**src/rtl/mux_scan_pkg.sv**
```systemverilog
// Shared types and constants for the mux_scan_sel channel selector.
package mux_scan_pkg;

  typedef enum logic [1:0] {
    MAN   = 2'd0,
    SCAN  = 2'd1,
    STALL = 2'd2
  } state_t;

  localparam logic MODE_MAN  = 1'b0;
  localparam logic MODE_SCAN = 1'b1;

endpackage

```
**src/rtl/mux_dwell_counter.sv**
```systemverilog
// DWELL-modulo cycle counter for scan pacing.
// tick is high while the count sits at DWELL-1; clr forces 0, hold freezes.
module mux_dwell_counter #(
  parameter int unsigned DWELL = 8
) (
  input  logic clk,
  input  logic rst_n,
  input  logic clr,
  input  logic hold,
  output logic tick
);

  localparam int unsigned CW = (DWELL > 1) ? $clog2(DWELL) : 1;
  localparam logic [CW-1:0] LAST = CW'(DWELL - 1);

  logic [CW-1:0] cnt;

  assign tick = (cnt == LAST);

  // Count 0..DWELL-1 and wrap; clear has priority over hold.
  always_ff @(posedge clk or negedge rst_n) begin
    if (!rst_n) begin
      cnt <= '0;
    end else if (clr) begin
      cnt <= '0;
    end else if (hold) begin
      cnt <= cnt;
    end else if (tick) begin
      cnt <= '0;
    end else begin
      cnt <= cnt + CW'(1);
    end
  end

endmodule

```
**src/rtl/mux_scan_sel.sv**
```systemverilog
// N-channel, W-bit registered data selector with manual and round-robin scan
// modes and a VALID/RDY output handshake.
// Optional build macro MUX_STROBE_EN adds the active-low strobe input G_N;
// while G_N is high every sample loads zero data.
module mux_scan_sel
  import mux_scan_pkg::*;
#(
  parameter int unsigned WIDTH = 4,
  parameter int unsigned CH    = 4,
  parameter int unsigned SEL_W = 2,
  parameter int unsigned DWELL = 8
) (
  input  logic                CLK,
  input  logic                RST_N,
  input  logic [CH*WIDTH-1:0] DIN,
  input  logic                MODE,
  input  logic [SEL_W-1:0]    SEL,
  input  logic                LOAD,
  input  logic                RDY,
`ifdef MUX_STROBE_EN
  input  logic                G_N,
`endif
  output logic                VALID,
  output logic [WIDTH-1:0]    DOUT,
  output logic [SEL_W-1:0]    CH_OUT,
  output logic                WRAP,
  output logic                ERR
);

  localparam logic [SEL_W:0]   CH_EXT  = (SEL_W + 1)'(CH);
  localparam logic [SEL_W-1:0] LAST_CH = SEL_W'(CH - 1);

  state_t             state;
  state_t             state_nxt;
  logic [SEL_W-1:0]   ptr;
  logic [SEL_W-1:0]   ptr_nxt;
  logic [SEL_W-1:0]   src_ptr;
  logic               slot_free;
  logic               sel_ok;
  logic               take;
  logic               cnt_clr;
  logic               cnt_hold;
  logic               cnt_tick;
  logic               wrap_nxt;
  logic               err_nxt;
  logic [WIDTH-1:0]   slice;
  logic [WIDTH-1:0]   sample;

  logic               valid_q;
  logic [WIDTH-1:0]   dout_q;
  logic [SEL_W-1:0]   ch_q;
  logic               wrap_q;
  logic               err_q;

  assign slot_free = !valid_q || RDY;
  assign sel_ok    = ({1'b0, SEL} < CH_EXT);

  mux_dwell_counter #(
    .DWELL (DWELL)
  ) u_dwell (
    .clk   (CLK),
    .rst_n (RST_N),
    .clr   (cnt_clr),
    .hold  (cnt_hold),
    .tick  (cnt_tick)
  );

  // Next-state, pointer and sample-enable decode.
  // A mode change owns its cycle: no sample is taken and LOAD is ignored.
  always_comb begin
    state_nxt = state;
    ptr_nxt   = ptr;
    src_ptr   = ptr;
    take      = 1'b0;
    cnt_clr   = 1'b0;
    cnt_hold  = 1'b0;
    wrap_nxt  = 1'b0;
    err_nxt   = 1'b0;
    case (state)
      MAN: begin
        cnt_clr = 1'b1;
        if (MODE == MODE_SCAN) begin
          state_nxt = SCAN;
        end else begin
          if (LOAD) begin
            if (sel_ok) begin
              ptr_nxt = SEL;
              src_ptr = SEL;
            end else begin
              err_nxt = 1'b1;
            end
          end
          take = slot_free;
        end
      end
      SCAN, STALL: begin
        if (MODE == MODE_MAN) begin
          state_nxt = MAN;
          cnt_clr   = 1'b1;
        end else if (cnt_tick) begin
          if (slot_free) begin
            take      = 1'b1;
            state_nxt = SCAN;
            wrap_nxt  = (ptr == LAST_CH);
            ptr_nxt   = (ptr == LAST_CH) ? '0 : ptr + SEL_W'(1);
          end else begin
            state_nxt = STALL;
            cnt_hold  = 1'b1;
          end
        end
      end
      default: begin
        state_nxt = MAN;
        cnt_clr   = 1'b1;
      end
    endcase
  end

  // Channel slice selected by the effective pointer.
  always_comb begin
    slice = '0;
    for (int unsigned k = 0; k < CH; k++) begin
      if (src_ptr == SEL_W'(k)) begin
        slice = DIN[k*WIDTH +: WIDTH];
      end
    end
  end

`ifdef MUX_STROBE_EN
  assign sample = G_N ? '0 : slice;
`else
  assign sample = slice;
`endif

  // FSM, pointer, status pulses and the handshaked output register.
  always_ff @(posedge CLK or negedge RST_N) begin
    if (!RST_N) begin
      state   <= MAN;
      ptr     <= '0;
      valid_q <= 1'b0;
      dout_q  <= '0;
      ch_q    <= '0;
      wrap_q  <= 1'b0;
      err_q   <= 1'b0;
    end else begin
      state  <= state_nxt;
      ptr    <= ptr_nxt;
      wrap_q <= wrap_nxt;
      err_q  <= err_nxt;
      if (take) begin
        dout_q  <= sample;
        ch_q    <= src_ptr;
        valid_q <= 1'b1;
      end else if (valid_q && RDY) begin
        valid_q <= 1'b0;
      end
    end
  end

  assign VALID  = valid_q;
  assign DOUT   = dout_q;
  assign CH_OUT = ch_q;
  assign WRAP   = wrap_q;
  assign ERR    = err_q;

endmodule
```
**config.mk**
```make
export PLATFORM = sky130hd
export DESIGN_NAME = mux_scan_sel
export DESIGN_NICKNAME = d
export VERILOG_FILES = /design/src/rtl/mux_scan_pkg.sv /design/src/rtl/mux_dwell_counter.sv /design/src/rtl/mux_scan_sel.sv
export SDC_FILE = /design/constraint.sdc
export NUM_CORES = 1
export LEC_CHECK = 0
export CAP_MARGIN = 20
export CELL_PAD_IN_SITES_DETAIL_PLACEMENT = 0
export CELL_PAD_IN_SITES_GLOBAL_PLACEMENT = 1
export CORE_MARGIN = 2
export CORE_UTILIZATION = 37
export CTS_BUF_LIST = sky130_fd_sc_hd__clkbuf_2 sky130_fd_sc_hd__clkbuf_4 sky130_fd_sc_hd__clkbuf_8
export DETAILED_ROUTE_END_ITERATION = 8
export MAX_ROUTING_LAYER = met4
export PLACE_DENSITY = 0.95
export SLEW_MARGIN = 0
export SYNTH_ARGS = -nofsm -noshare
export SYNTH_HDL_FRONTEND = slang
export SYNTH_SLANG_ARGS = --single-unit
```
**constraint.sdc**
```tcl
create_clock -name CLK -period 4.4 [get_ports CLK]
set_input_delay 0.44 -clock CLK [delete_from_list [all_inputs] [get_ports CLK]]
set_output_delay 0.44 -clock CLK [all_outputs]
set_load 0.01 [all_outputs]
```
### After elaboration in Yosys (flattened, before gate mapping)

Cells that the tools add are included.

* output and inout port bits: 9
* word-level logic and storage cells: 69
* register bits: 15
* bits of input ports: 23

* equal/unequal tests: 13
* reductions and logical operators: 10
* add/subtract/negate cells: 2
* mux-type cells: 37

Operators by type and width (number)
* 2-bit 2-to-1 mux: 11
* 1-bit 2-to-1 mux: 16
* 4-bit 2-to-1 mux: 4
* 2-bit inequality test, second input constant: 5
* 3-bit 2-to-1 mux: 3
* 2-bit equality test, second input constant: 4
* 2-bit one-hot mux with 2 select lines: 2
* 2-bit by 1-bit equality test with 1-bit output, second input constant: 2
* 2-bit zero test: 2
* 4-bit AND reduction: 1
* 2-bit nonzero test: 2
* 3-bit by 1-bit adder with 3-bit output, second input constant: 1
* 3-bit equality test, second input constant: 1
* 3-bit inequality test, second input constant: 1
* 2-bit by 1-bit adder with 2-bit output, second input constant: 1
* 1-bit one-hot mux with 2 select lines: 1
* 2-bit AND reduction: 1
* 2-bit OR reduction: 1
* 1-bit logical AND: 1
* 1-bit zero test: 1
* 1-bit logical OR: 1

### Longest topological paths before layout

* depth in word-level cells: 8
* depth in mapped cells: 7
* gate-level depth less buffers: 6

### Cells and area by module

From an unflattened synthesis, not the netlist that was laid out.

* cells, all modules: 93
* area, all modules: 915.9 sq um

Modules (own cells, without submodules)
* mux_scan_sel: cells each 81, area an instance 769.5 sq um, times used 1, sequential area each 300.3 sq um
* mux_dwell_counter: cells each 12, area an instance 146.4 sq um, times used 1, sequential area each 75.1 sq um

### Worst setup path after synthesis

OpenSTA, ideal clock, no wires.

* kind: reg-to-reg
* start point: register state[0]
* end point: register ch_q[1], in the netlist CH_OUT[1]
* period minus slack after synthesis: 1.655 ns
* setup slack: 2.745 ns
* arrival: 1.530 ns
* setup time: 0.125 ns
* cell stages (with the launch flop): 7
* cell sequence: dfrtp_1 inv_1 ha_1 nand3_1 a211o_1 buf_6 mux2_4

* longest elaborated chain between the ends: 3
* elaborated cells on any way between the ends: 6

Ends and longest elaborated chain
* start: declaration: RTL line mux_scan_sel.sv:33 `state_t state;`
* start signal: assignment: RTL line mux_scan_sel.sv:146 `state <= state_nxt;`
* 2-bit by 1-bit equality test with 1-bit output / 2-bit equality test (equally long branches): RTL line mux_scan_sel.sv:79 `case (state)`
* 2-bit OR reduction: RTL line mux_scan_sel.sv:79
* 1-bit one-hot mux with 2 select lines: RTL line mux_scan_sel.sv:79
* end signal: assignment: RTL line mux_scan_sel.sv:152 `ch_q <= src_ptr;`
* end: declaration: RTL line mux_scan_sel.sv:51 `logic [SEL_W-1:0] ch_q;`

Parallel ways exist; a longest one is shown, timed or not.
A chain may end at the register's enable or synchronous reset.

### Final worst setup path

* start point: register u_dwell.cnt[0]
* end point: register ch_q[0], in the netlist CH_OUT[0]

* longest elaborated chain between the ends: 4

Ends and longest elaborated chain
* start: declaration: RTL line mux_dwell_counter.sv:16 `logic [CW-1:0] cnt;`
* start signal: assignment: RTL line mux_dwell_counter.sv:27 `cnt <= cnt;`
* start signal: assignment: RTL line mux_dwell_counter.sv:31 `cnt <= cnt + CW'(1);`
* 3-bit equality test: RTL line mux_dwell_counter.sv:18 `assign tick = (cnt == LAST);`
* 1-bit 2-to-1 mux: RTL line mux_scan_sel.sv:100 `end else if (cnt_tick) begin`
* 1-bit 2-to-1 mux: RTL line mux_scan_sel.sv:97 `if (MODE == MODE_MAN) begin`
* 1-bit one-hot mux with 2 select lines: RTL line mux_scan_sel.sv:79

Every way passes these cells.

==> reports/metrics.yaml <==
global_route:
  grt_pass1_vias: 684
  grt_overflow: 0
  grt_max_degree: 16
  antenna_found_initial: 0
  grt_first_pass_wirelength_um: 3170
  grt_usage_pct: 15.8
clock_network:
  clk_pin_slew_ns: 0.10
  cts_setup_buffers: 0
  numCtsBuffers: 3
  cts_max_level: 1
  clk_latency_ns: 0.29
  cts.sinks: 15
  cts_buffer_depth: 2
  cts_tree: "built"
  cts_hold_buffers: 0
  clockRootBuffer: "clkbuf_4"
  cts_resized: 0
synthesis:
  yosysSeqAreaShare_pct: 41.2
  synth_warnings: 0
  syn_area_um2: 911
  synth_cell_type_count: 29
  synthCells: 94
  synth_nets: 122
  syn-mean-instance-area_um2: 9.69
  ys_ff_latch: 15
timing:
  slew_violations: 0
  setup_tns_ns: 0
  rsz0062_at_grt: "no"
  fin_crit_ns: 1.86
  fin_crit_sh_pct: 42.3
  fmax_mhz: 537
  slew_headroom_pct: 54.2
  worst_pin_slew_ns: 0.685
  fin_skew_ns: 0.00536
  hold_viol: 0
  setup_viol_count_final: 0
die:
  die_w_um: 53.6
  fp.coreArea_mm2: 0.00228
  rows: 17
  design.die.area_mm2: 0.00287
  pin_count: 32
  initial_core_util_pct: 40.0
  die_h_um: 53.6
detailed_routing:
  wl_per_cell_um: 12.9
  wl_um: 1970
  vias: 814
  dr.first_iter.drc_count: 10
  ant_nets: 0
  drc: 0
  routed_via_density: 5.32
  drtPass1Iterations: 4
hold_path:
  whs_path_depth: 2
  hold_path_end: "DOUT[0]"
  worstHoldStart: "DOUT[0]"
  hp-class: "register to register"
power_and_ir_drop:
  p_clk_share_pct: 13.2
  power_density_mw_per_mm2: 491
  leakagePower_nw: 0.559
  p_comb_share_pct: 49.8
  vdd_ir_drop_max_uv: 246
  netSwitchingPower_uw: 231
  p_sw_share_pct: 37.6
  seqPwrFrac_pct: 37.0
  p_int_uw: 384
setup_path:
  critical_path.max_fanout: 11
  crit_chain: "ha_1, ha_1, nand3_1, a211o_1, mux2_2"
  cpMostUsedCell: "ha_1"
  required_ns: 4.58
  cp_top_family: "adder cells"
  rrSetupSlack_ns: 2.54
  reg2reg_to: "CH_OUT[0]"
  max_stage_delay_ns: 0.41
  slowest_stage: "dfrtp_1"
  worstPathArrival_ns: 2.05
  reg2reg_depth: 5
  start_kind: "register"
  reg2reg_from: "u_dwell.cnt[0]"
  crit_type: "register to register"
  worstPathBufferInverterCount: 0
  critPathCaptureType: "register"
cells_and_area:
  layout_common_cells: "clkdlybuf4s50_1 (30), dfrtp_1 (15), nand2_1 (12), a211oi_1 (9)"
  fin_area_mm2: 0.00125
  antenna_cells: 0
  nNetsFinal: 154
  postLayoutCoreUtil_pct: 55.0
  drive_above_1_share_pct: 7.20
  layout_commonest_cell: "clkdlybuf4s50_1"
  area_growth_pct: 37.4
  fillCellCount: 217
placement:
  place_area_mm2: 0.00122
  port_buffers: 30
  gp_congestion: 0.865
  hpwl_um: 1640
status:
  status: "completed"
run:
  cap_violations: 0
[layer usage]
metal	vias up	part of all wire (%)	global-route usage, %
met5	-	0	-
met4	0	0.86	2.56
met3	3	5.5	2.50
met2	23	46	23.0
met1	380	48	23.4
li1	408	-	-
[state kept, by name, indices dropped and copies added, names as in the netlist]
| register | flops |
|---|---|
| ptr | 2 |
| CH_OUT | 2 |
| VALID | 1 |
| WRAP | 1 |
| state | 2 |
| DOUT | 4 |
| u_dwell.cnt | 3 |
[per-stage QoR]
stage / worst slack [ns] / std cells / power [mW] / hold slack (ns)
after detailed placement: 2.32 / 149 / 0.540 / 0.477
after CTS: 2.55 / 153 / 0.620 / 0.500
after floorplan: 2.74 / 94 / 0.421 / 0.144
final: 2.54 / 153 / 0.615 / 0.491
after global placement: 2.35 / 149 / 0.532 / 0.471
after global routing: 2.45 / 153 / 0.670 / 0.532
[Yosys cell counts]
cell type | count | area (um2)
a211o_1 | 1 | 8.76
a211oi_1 | 9 | 67.6
a21o_1 | 1 | 7.51
a21oi_1 | 2 | 10.0
a221o_1 | 1 | 10.0
a31oi_1 | 1 | 6.26
and2_1 | 1 | 6.26
and4b_1 | 1 | 10.0
buf_4 | 1 | 7.51
buf_6 | 1 | 11.3
clkbuf_1 | 1 | 3.75
conb_1 | 1 | 3.75
dfrtp_1 | 15 | 375
ha_1 | 5 | 62.6
inv_1 | 6 | 22.5
mux2_2 | 3 | 33.8
mux2_4 | 1 | 15.0
mux2i_1 | 1 | 10.0
nand2_1 | 12 | 45.0
nand2b_1 | 4 | 25.0
nand3_1 | 3 | 15.0
nand3b_4 | 1 | 20.0
nor2_1 | 4 | 15.0
nor2b_1 | 4 | 25.0
nor3_1 | 2 | 10.0
o21ai_0 | 1 | 5.00
o22ai_1 | 4 | 25.0
o31ai_1 | 6 | 45.0
o32ai_1 | 1 | 8.76
[cell families (layout without fill, tap and decap cells)]
family          Yosys count  in the layout  synth area share [%]
flops                    15             15                  41.2
mux                       5              5                  6.46
buf+inv                   9             40                  4.94
simple gates             32             32                  18.8
compound gates           27             27                  21.3
other cells               1              1                 0.412
fa+ha+maj                 5              5                  6.87
[layout make-up]
cell class	instances	area [um2]	area share, %
tap	28	35.0	2.80
clock inverter	1	5.00	0.400
sequential	15	375	30.0
multi-input combinational	70	490	39.2
inverter	6	22.5	1.80
clock buffer	3	22.5	1.80
timing repair buffer	30	300	24.0
[worst min-delay path, delay by kind of cell, from the launching register on]
kind,cells,cell delay (ns)
flops,1,0.36
compound gates,1,0.05
simple gates,1,0.05
[power groups by stage]
stage	combinational (mW)	sequential [mW]	clock (mW)
after floorplan	0.190	0.231	0
after global placement	0.303	0.230	0
after detailed placement	0.308	0.231	0
after CTS	0.309	0.229	0.0824
after global routing	0.345	0.236	0.0892
final	0.306	0.228	0.0812
[how the worst max path moves through the flow]
stage	startpoint	end	slack, ns	cells after the start
final	u_dwell.cnt[0]	CH_OUT[0]	2.54	5
after global routing	u_dwell.cnt[0]	CH_OUT[0]	2.45	5
after CTS	u_dwell.cnt[0]	CH_OUT[0]	2.55	5
after detailed placement	MODE	DOUT[1]	2.32	5
after global placement	MODE	DOUT[0]	2.35	5
after floorplan	state[0]	CH_OUT[1]	2.74	6
Power figures use the tool's default switching activity.
